File: src/rtl/servo_pwm_multi.sv
// Multi-channel hobby-servo PWM generator.
// All channels share one frame timebase (prescaler -> microsecond counter).
// Each channel holds a clamped target width and a live width. Once per frame
// the live width slews toward the target, so a pulse never changes mid-frame.
module servo_pwm_multi #(
  parameter int NUM_CH       = 4,
  parameter int CH_W         = 3,
  parameter int CLK_HZ       = 25_000_000,
  parameter int TICKS_PER_US = CLK_HZ / 1_000_000,
  parameter int PERIOD_US    = 20000,
  parameter int MIN_US       = 650,
  parameter int MAX_US       = 2600,
  parameter int CENTER_US    = (MIN_US + MAX_US) / 2,
  parameter int STEP_US      = 10,
  parameter int US_W         = 15
) (
  input  logic              CLK,
  input  logic              RST_N,
  input  logic              cmd_valid,
  output logic              cmd_ready,
  input  logic [CH_W-1:0]   cmd_ch,
  input  logic [11:0]       cmd_us,
  input  logic [NUM_CH-1:0] ch_en,
  output logic [NUM_CH-1:0] PMOD,
  output logic              frame_tick,
  output logic [NUM_CH-1:0] at_target,
  output logic              clamp_err,
  output logic              ch_err
);

  localparam int PS_W = (TICKS_PER_US > 1) ? $clog2(TICKS_PER_US) : 1;

  localparam logic [PS_W-1:0] PS_LAST  = PS_W'(TICKS_PER_US - 1);
  localparam logic [US_W-1:0] US_LAST  = US_W'(PERIOD_US - 1);
  localparam logic [US_W-1:0] CENTER_W = US_W'(CENTER_US);
  localparam logic [US_W-1:0] STEP_W   = US_W'(STEP_US);
  localparam logic [31:0]     MIN_U    = 32'(MIN_US);
  localparam logic [31:0]     MAX_U    = 32'(MAX_US);
  localparam logic [31:0]     NUM_CH_U = 32'(NUM_CH);

  logic [PS_W-1:0]   ps_q, ps_d;
  logic [US_W-1:0]   us_cnt_q, us_cnt_d;
  logic [US_W-1:0]   tgt_q [NUM_CH];
  logic [US_W-1:0]   tgt_d [NUM_CH];
  logic [US_W-1:0]   cur_q [NUM_CH];
  logic [US_W-1:0]   cur_d [NUM_CH];
  logic [NUM_CH-1:0] pmod_q, pmod_d;
  logic [NUM_CH-1:0] at_target_q, at_target_d;
  logic              cmd_ready_q;
  logic              clamp_err_q, clamp_err_d;
  logic              ch_err_q, ch_err_d;

  logic              cmd_fire;
  logic              cmd_ch_bad;
  logic              cmd_clamped;
  logic [31:0]       cmd_us_w;
  logic [US_W-1:0]   cmd_tgt;

  // Live width moves toward the target by at most STEP_US per frame;
  // a zero step means jump straight to the target.
  function automatic logic [US_W-1:0] slew_next(input logic [US_W-1:0] cur,
                                                 input logic [US_W-1:0] tgt);
    logic [US_W-1:0] nxt;
    nxt = tgt;
    if (STEP_US != 0) begin
      if (tgt > cur) begin
        if ((tgt - cur) > STEP_W) nxt = cur + STEP_W;
      end else if (cur > tgt) begin
        if ((cur - tgt) > STEP_W) nxt = cur - STEP_W;
      end
    end
    return nxt;
  endfunction

  // Shared timebase: prescaler wraps every microsecond, us counter every frame.
  always_comb begin
    ps_d     = ps_q + 1'b1;
    us_cnt_d = us_cnt_q;
    if (ps_q == PS_LAST) begin
      ps_d     = '0;
      us_cnt_d = (us_cnt_q == US_LAST) ? '0 : us_cnt_q + 1'b1;
    end
  end

  assign frame_tick = (ps_q == PS_LAST) && (us_cnt_q == US_LAST);

  // Command decode: range check and clamp are done on the full 12-bit request
  // so an oversize value cannot alias into range after truncation.
  always_comb begin
    cmd_fire    = cmd_valid && cmd_ready_q;
    cmd_us_w    = {20'd0, cmd_us};
    cmd_ch_bad  = ({{(32-CH_W){1'b0}}, cmd_ch} >= NUM_CH_U);
    cmd_clamped = 1'b0;
    cmd_tgt     = US_W'(cmd_us_w);
    if (cmd_us_w < MIN_U) begin
      cmd_clamped = 1'b1;
      cmd_tgt     = US_W'(MIN_U);
    end else if (cmd_us_w > MAX_U) begin
      cmd_clamped = 1'b1;
      cmd_tgt     = US_W'(MAX_U);
    end
    clamp_err_d = cmd_fire && !cmd_ch_bad && cmd_clamped;
    ch_err_d    = cmd_fire && cmd_ch_bad;
  end

  // Per-channel target write, frame slew, output compare and at-target flag.
  // Slew reads the old target, so a write landing on frame_tick waits a frame.
  always_comb begin
    for (int i = 0; i < NUM_CH; i++) begin
      tgt_d[i] = tgt_q[i];
      cur_d[i] = cur_q[i];
      if (cmd_fire && !cmd_ch_bad && (cmd_ch == CH_W'(i))) tgt_d[i] = cmd_tgt;
      if (frame_tick) cur_d[i] = slew_next(cur_q[i], tgt_q[i]);
      pmod_d[i]      = ch_en[i] && (us_cnt_q < cur_q[i]);
      at_target_d[i] = (cur_q[i] == tgt_q[i]);
    end
  end

  // State registers; reset forces outputs low immediately and centres servos.
  always_ff @(posedge CLK or negedge RST_N) begin
    if (!RST_N) begin
      ps_q        <= '0;
      us_cnt_q    <= '0;
      pmod_q      <= '0;
      at_target_q <= '1;
      cmd_ready_q <= 1'b0;
      clamp_err_q <= 1'b0;
      ch_err_q    <= 1'b0;
      for (int i = 0; i < NUM_CH; i++) begin
        tgt_q[i] <= CENTER_W;
        cur_q[i] <= CENTER_W;
      end
    end else begin
      ps_q        <= ps_d;
      us_cnt_q    <= us_cnt_d;
      pmod_q      <= pmod_d;
      at_target_q <= at_target_d;
      cmd_ready_q <= 1'b1;
      clamp_err_q <= clamp_err_d;
      ch_err_q    <= ch_err_d;
      for (int i = 0; i < NUM_CH; i++) begin
        tgt_q[i] <= tgt_d[i];
        cur_q[i] <= cur_d[i];
      end
    end
  end

  assign PMOD      = pmod_q;
  assign at_target = at_target_q;
  assign cmd_ready = cmd_ready_q;
  assign clamp_err = clamp_err_q;
  assign ch_err    = ch_err_q;

endmodule

File: config.mk
export PLATFORM = sky130hd
export DESIGN_NAME = servo_pwm_multi
export DESIGN_NICKNAME = d
export VERILOG_FILES = /design/src/rtl/servo_pwm_multi.sv
export SDC_FILE = /design/constraint.sdc
export NUM_CORES = 1
export LEC_CHECK = 0
export ABC_AREA = 1
export BUFFER_PORTS_ARGS = -buffer_cell sky130_fd_sc_hd__buf_2
export CORE_UTILIZATION = 40
export CTS_BUF_LIST = sky130_fd_sc_hd__clkbuf_8
export DETAILED_ROUTE_END_ITERATION = 7
export GPL_TIMING_DRIVEN = 0
export HOLD_SLACK_MARGIN = 0.03
export PLACE_DENSITY_LB_ADDON = 0.1
export REMOVE_ABC_BUFFERS = 1
export SLEW_MARGIN = 20
export SYNTH_ARGS = -nofsm -noshare
export SYNTH_HDL_FRONTEND = slang
export SYNTH_SLANG_ARGS = --single-unit
File: constraint.sdc
create_clock -name CLK -period 2.5 [get_ports CLK]
set_clock_uncertainty 0.05 [all_clocks]
set_input_delay 0.125 -clock CLK [delete_from_list [all_inputs] [get_ports CLK]]
set_output_delay 0.125 -clock CLK [all_outputs]
set_load 0.02 [all_outputs]
==> qor_table.md <==
| Quantity | This run |
|---|---|
| Failing checks | negative setup slack |
| Final Hold Violating Endpoints | 0 |
| Total area of multi-input combinational cells | 13330 um2 |
| Library cell with the largest summed area after synthesis | nand2_1 |
| Outcome | finished with violations |
| Die Footprint | 42900 um2 |
| H-tree lvl count | 4 |
| Clock transition at path regs | 0.09 ns |
| Average size of a mapped cell | 6.226 um2 |
| Max Clk Rate | 0.3590 GHz |
| Number of non-filler instances in the completed layout | 3423 |
| Final period util | 111.4% |
| Sort of element at the start of the critical path | flip-flop |
| Sequential cell area | 3578 um2 |
| Switching fraction of total power | 46.25% |
| Critical Setup Path Class | reg -> reg |
| Final Setup Violations | 60 |
| Net switching power of the design | 5.240 mW |
| Static Leakage | 10.79 nW |
| Per-cell routed wire length | 16.93 um |
| Count of input and output buffers | 33 |
| Detailed-route via count | 17860 |
| TritonCTS clock tree | built |
| Routed via count divided by cell count | 5.217 |
| Number of cells in the design after placement | 3226 |
| Post-synthesis register bit count | 139 |
| Kind of end point of the critical path | flip-flop |
| CP max-delay cell | dfstp_2 |
| Critical path data required time | 2.86 ns |
| Post-synth cell types | 60 |
| Worst-case hold slack | 0.05531 ns |
| Synthesized netlist cell count | 2703 |
| Largest voltage drop on the vdd net | 0.0003939 V |
| CTS Buf Count | 17 |
| Area added between synthesis and finish | 28.36% |
| Number of enable-type register cells in the synthesized netlist | 0 |
| Final period demand of the worst path | 2.786 ns |
| Delay contributed by the slowest stage of the critical path | 0.57 ns |
| RSZ-0062 raised after global routing | true |
| Clock tree sinks | 139 |
| Antenna diode count | 0 |
| Max-slew violation count | 0 |
| DRT Pass-1 Iters | 6 |
| Total standard cell area after synthesis | 16830 um2 |
| Class of the tightest hold or removal check | in -> reg |
| Fin worst setup slack | -0.2855 ns |
| Top fanout value on the critical path | 8 |
| Part of the power in combinational logic | 57.0% |
| Post-route ant nets | 0 |
| Yosys synthesis warning count | 0 |
| Clock Latency Late Sink | 0.49 ns |
| Vertical die dimension | 207.1 um |
| Proportion of power drawn by flip-flops and latches | 23.4% |
| Number of antenna violations at the first check in global routing | 0 |
| Top post-synthesis cells by area | nand2_1, dfrtp_1, ha_1 |
| Sequential cell area fraction in the yosys report | 21.06% |
| Count of buffer and inverter cells on the critical path | 2 |
| Most Frequent Cell on Critical Path | nor2_1 |
| Fraction of registers with async set/reset | 100.0% |
| Proportion of power drawn by the clock network | 19.5% |
| DRC violations left | 0 |
| Share of Yosys cell area claimed by the top area cell type | 18.13% |
| Category of cells accounting for the largest share of critical-path delay | simple AND/OR/NAND/NOR gates |
| Leading cell type in the layout, fill and taps excluded | nand2_1 |
| Die W | 207.1 um |
| Library cell used as clock root buffer | clkbuf_8 |
| Power density over cell area | 524.5 nW/um2 |
| Starting Density | 40.84% |
| Global-route wire length before repair | 89.60 mm |
| Final core utilization | 52.43% |
| Number of global-route vias before repair | 16680 |
| Number of violations of the max-capacitance limit | 0 |
| Largest net degree at the start of global routing | 71 |
| Final GP Congestion | 0.9192 |
| HPWL after detailed placement | 42.67 mm |
| Total global routing overflow | 0 |
| Core ar. | 41200 um2 |
| Cell row count | 74 |
| Maximum root-to-sink buffer count | 2 |
| Total Nets Final | 3071 |
| Commonest register cell after synthesis | dfrtp_1 |
| Actual transition at the worst max-transition pin | 1.038 ns |
| Total I/O pin count | 34 |
| Internal Power | 6.089 mW |
| Post-Route WL | 57.95 mm |
| Violation count after the first detailed-routing iteration | 1222 |
| Highest-count cells in the layout ignoring fill and taps | nand2_1, inv_1, nand3_1, nor2_1, buf_4 |
| Fillers | 4076 |
| Crit path arrival time | 3.15 ns |
| Cell-by-cell trace of the critical path | ha_4, inv_2, fa_2, buf_4, xor2_1, a21oi_2, nor2_1, nor2_1, nand3_1, nor2_4, nand2_4, nand2_8, nand2_8, nor2_2, nor2_1, nor2_1 |
| Relative slew margins | 30.04% |
| Setup slack of the worst register-to-register path | -0.29 ns |
| GRT Util Overall | 26.35% |
| Fraction of layout instances using a drive strength above 1 | 27.88% |
[Yosys cell counts (21+ instances only)]
cell type	instances
a21oi_1	101
o21ai_0	106
nor2_1	213
dfstp_2	52
nor3_1	27
inv_2	21
nand4_1	60
buf_2	23
dfrtp_1	87
ha_1	163
clkbuf_1	22
nand2_2	23
xor2_1	96
nor2_2	32
inv_1	415
nand2_1	813
nand3_1	280
[final cells by class]
class / count / share of cell area (%)
clock buffer: 17 / 1.083
inverter: 455 / 8.300
clock inverter: 15 / 1.031
sequential: 139 / 16.57
timing repair buffer: 204 / 8.236
tap: 532 / 3.081
multi-input combinational: 2061 / 61.70
[worst reg2reg max path, cell delays in order, from the launching register on]
cell,delay [ns]
dfstp_2,0.57
ha_4,0.14
inv_2,0.04
fa_2,0.36
buf_4,0.15
xor2_1,0.16
a21oi_2,0.10
nor2_1,0.06
nor2_1,0.14
nand3_1,0.13
nor2_4,0.14
nand2_4,0.12
nand2_8,0.16
nand2_8,0.10
nor2_2,0.09
nor2_1,0.05
nor2_1,0.14
[path summary, 6_finish.rpt]
check,from,to,depth (start not counted)
setup / recovery,tgt_q[45],cur_q[50],16
hold / removal,cmd_us[2],tgt_q[2],5
setup reg to reg,tgt_q[45],cur_q[50],16
hold reg to reg,ps_q[0],ps_q[0],1
max in group asynchronous,RST_N,cur_q[48],3
min in group asynchronous,RST_N,cur_q[13],2
[stage by stage]
step | area (um2) | power, mW | setup TNS (ns) | worst slack [ns]
floorplan | 16570 | 6.020 | -14.62 | -0.5100
global placement | 17400 | 7.248 | -221.28 | -2.452
detailed placement | 17600 | 7.296 | -54.88 | -1.070
CTS | 20140 | 10.50 | -11.92 | -0.2717
global route | 21600 | 12.13 | -19.59 | -0.4100
finish | 21600 | 11.33 | -10.83 | -0.2855
[kinds of logic (layout without fill, tap and decap cells)]
family,Yosys count,after routing,share of synthesized area [%]
buf+inv,508,691,11.72
other cells,1,1,0.02228
flops,139,139,21.06
simple gates,1519,1524,40.17
xor+xnor,108,108,5.621
compound gates,257,257,8.342
fa+ha+maj,171,171,13.07
[layer usage]
| layer | vias up | routed length (um) | part of all wire (%) | GRT usage [%] |
|---|---|---|---|---|
| met3 | 75 | 2955 | 5.1 | 3.441 |
| met2 | 527 | 27170 | 47 | 43.72 |
| met5 | - | 0 | 0 | 0 |
| met4 | 0 | 1220 | 2.1 | 7.488 |
| li1 | 8923 | - | - | - |
| met1 | 8333 | 26610 | 46 | 35.71 |
[sequential cells by signal, summed over array words and instances (netlist names)]
signal,count
ps_q,5
us_cnt_q,15
PMOD,4
tgt_q,48
clamp_err,1
ch_err,1
cmd_ready,1
at_target,4
cur_q,60
[repair_timing]
item / 4_1_cts / 5_1_grt
pin swaps: 102 / 155
endpoints found under the hold margin: 89 / 0
setup endpoints to repair: 70 / 69
buffers inserted: 77 / 71
cloned: 6 / 0
gates resized for setup: 308 / 260
hold buffers: 11 / 0
[power groups by stage]
stage	Clock, mW	Sequential (mW)	Combinational (mW)
after global placement	0	2.67	4.58
after floorplan	0	2.63	3.39
after global routing	2.36	2.68	7.08
after detailed placement	0	2.67	4.62
after CTS	2.27	2.65	5.58
final	2.21	2.66	6.46
Note: power is estimated with default switching activity, not from simulation.
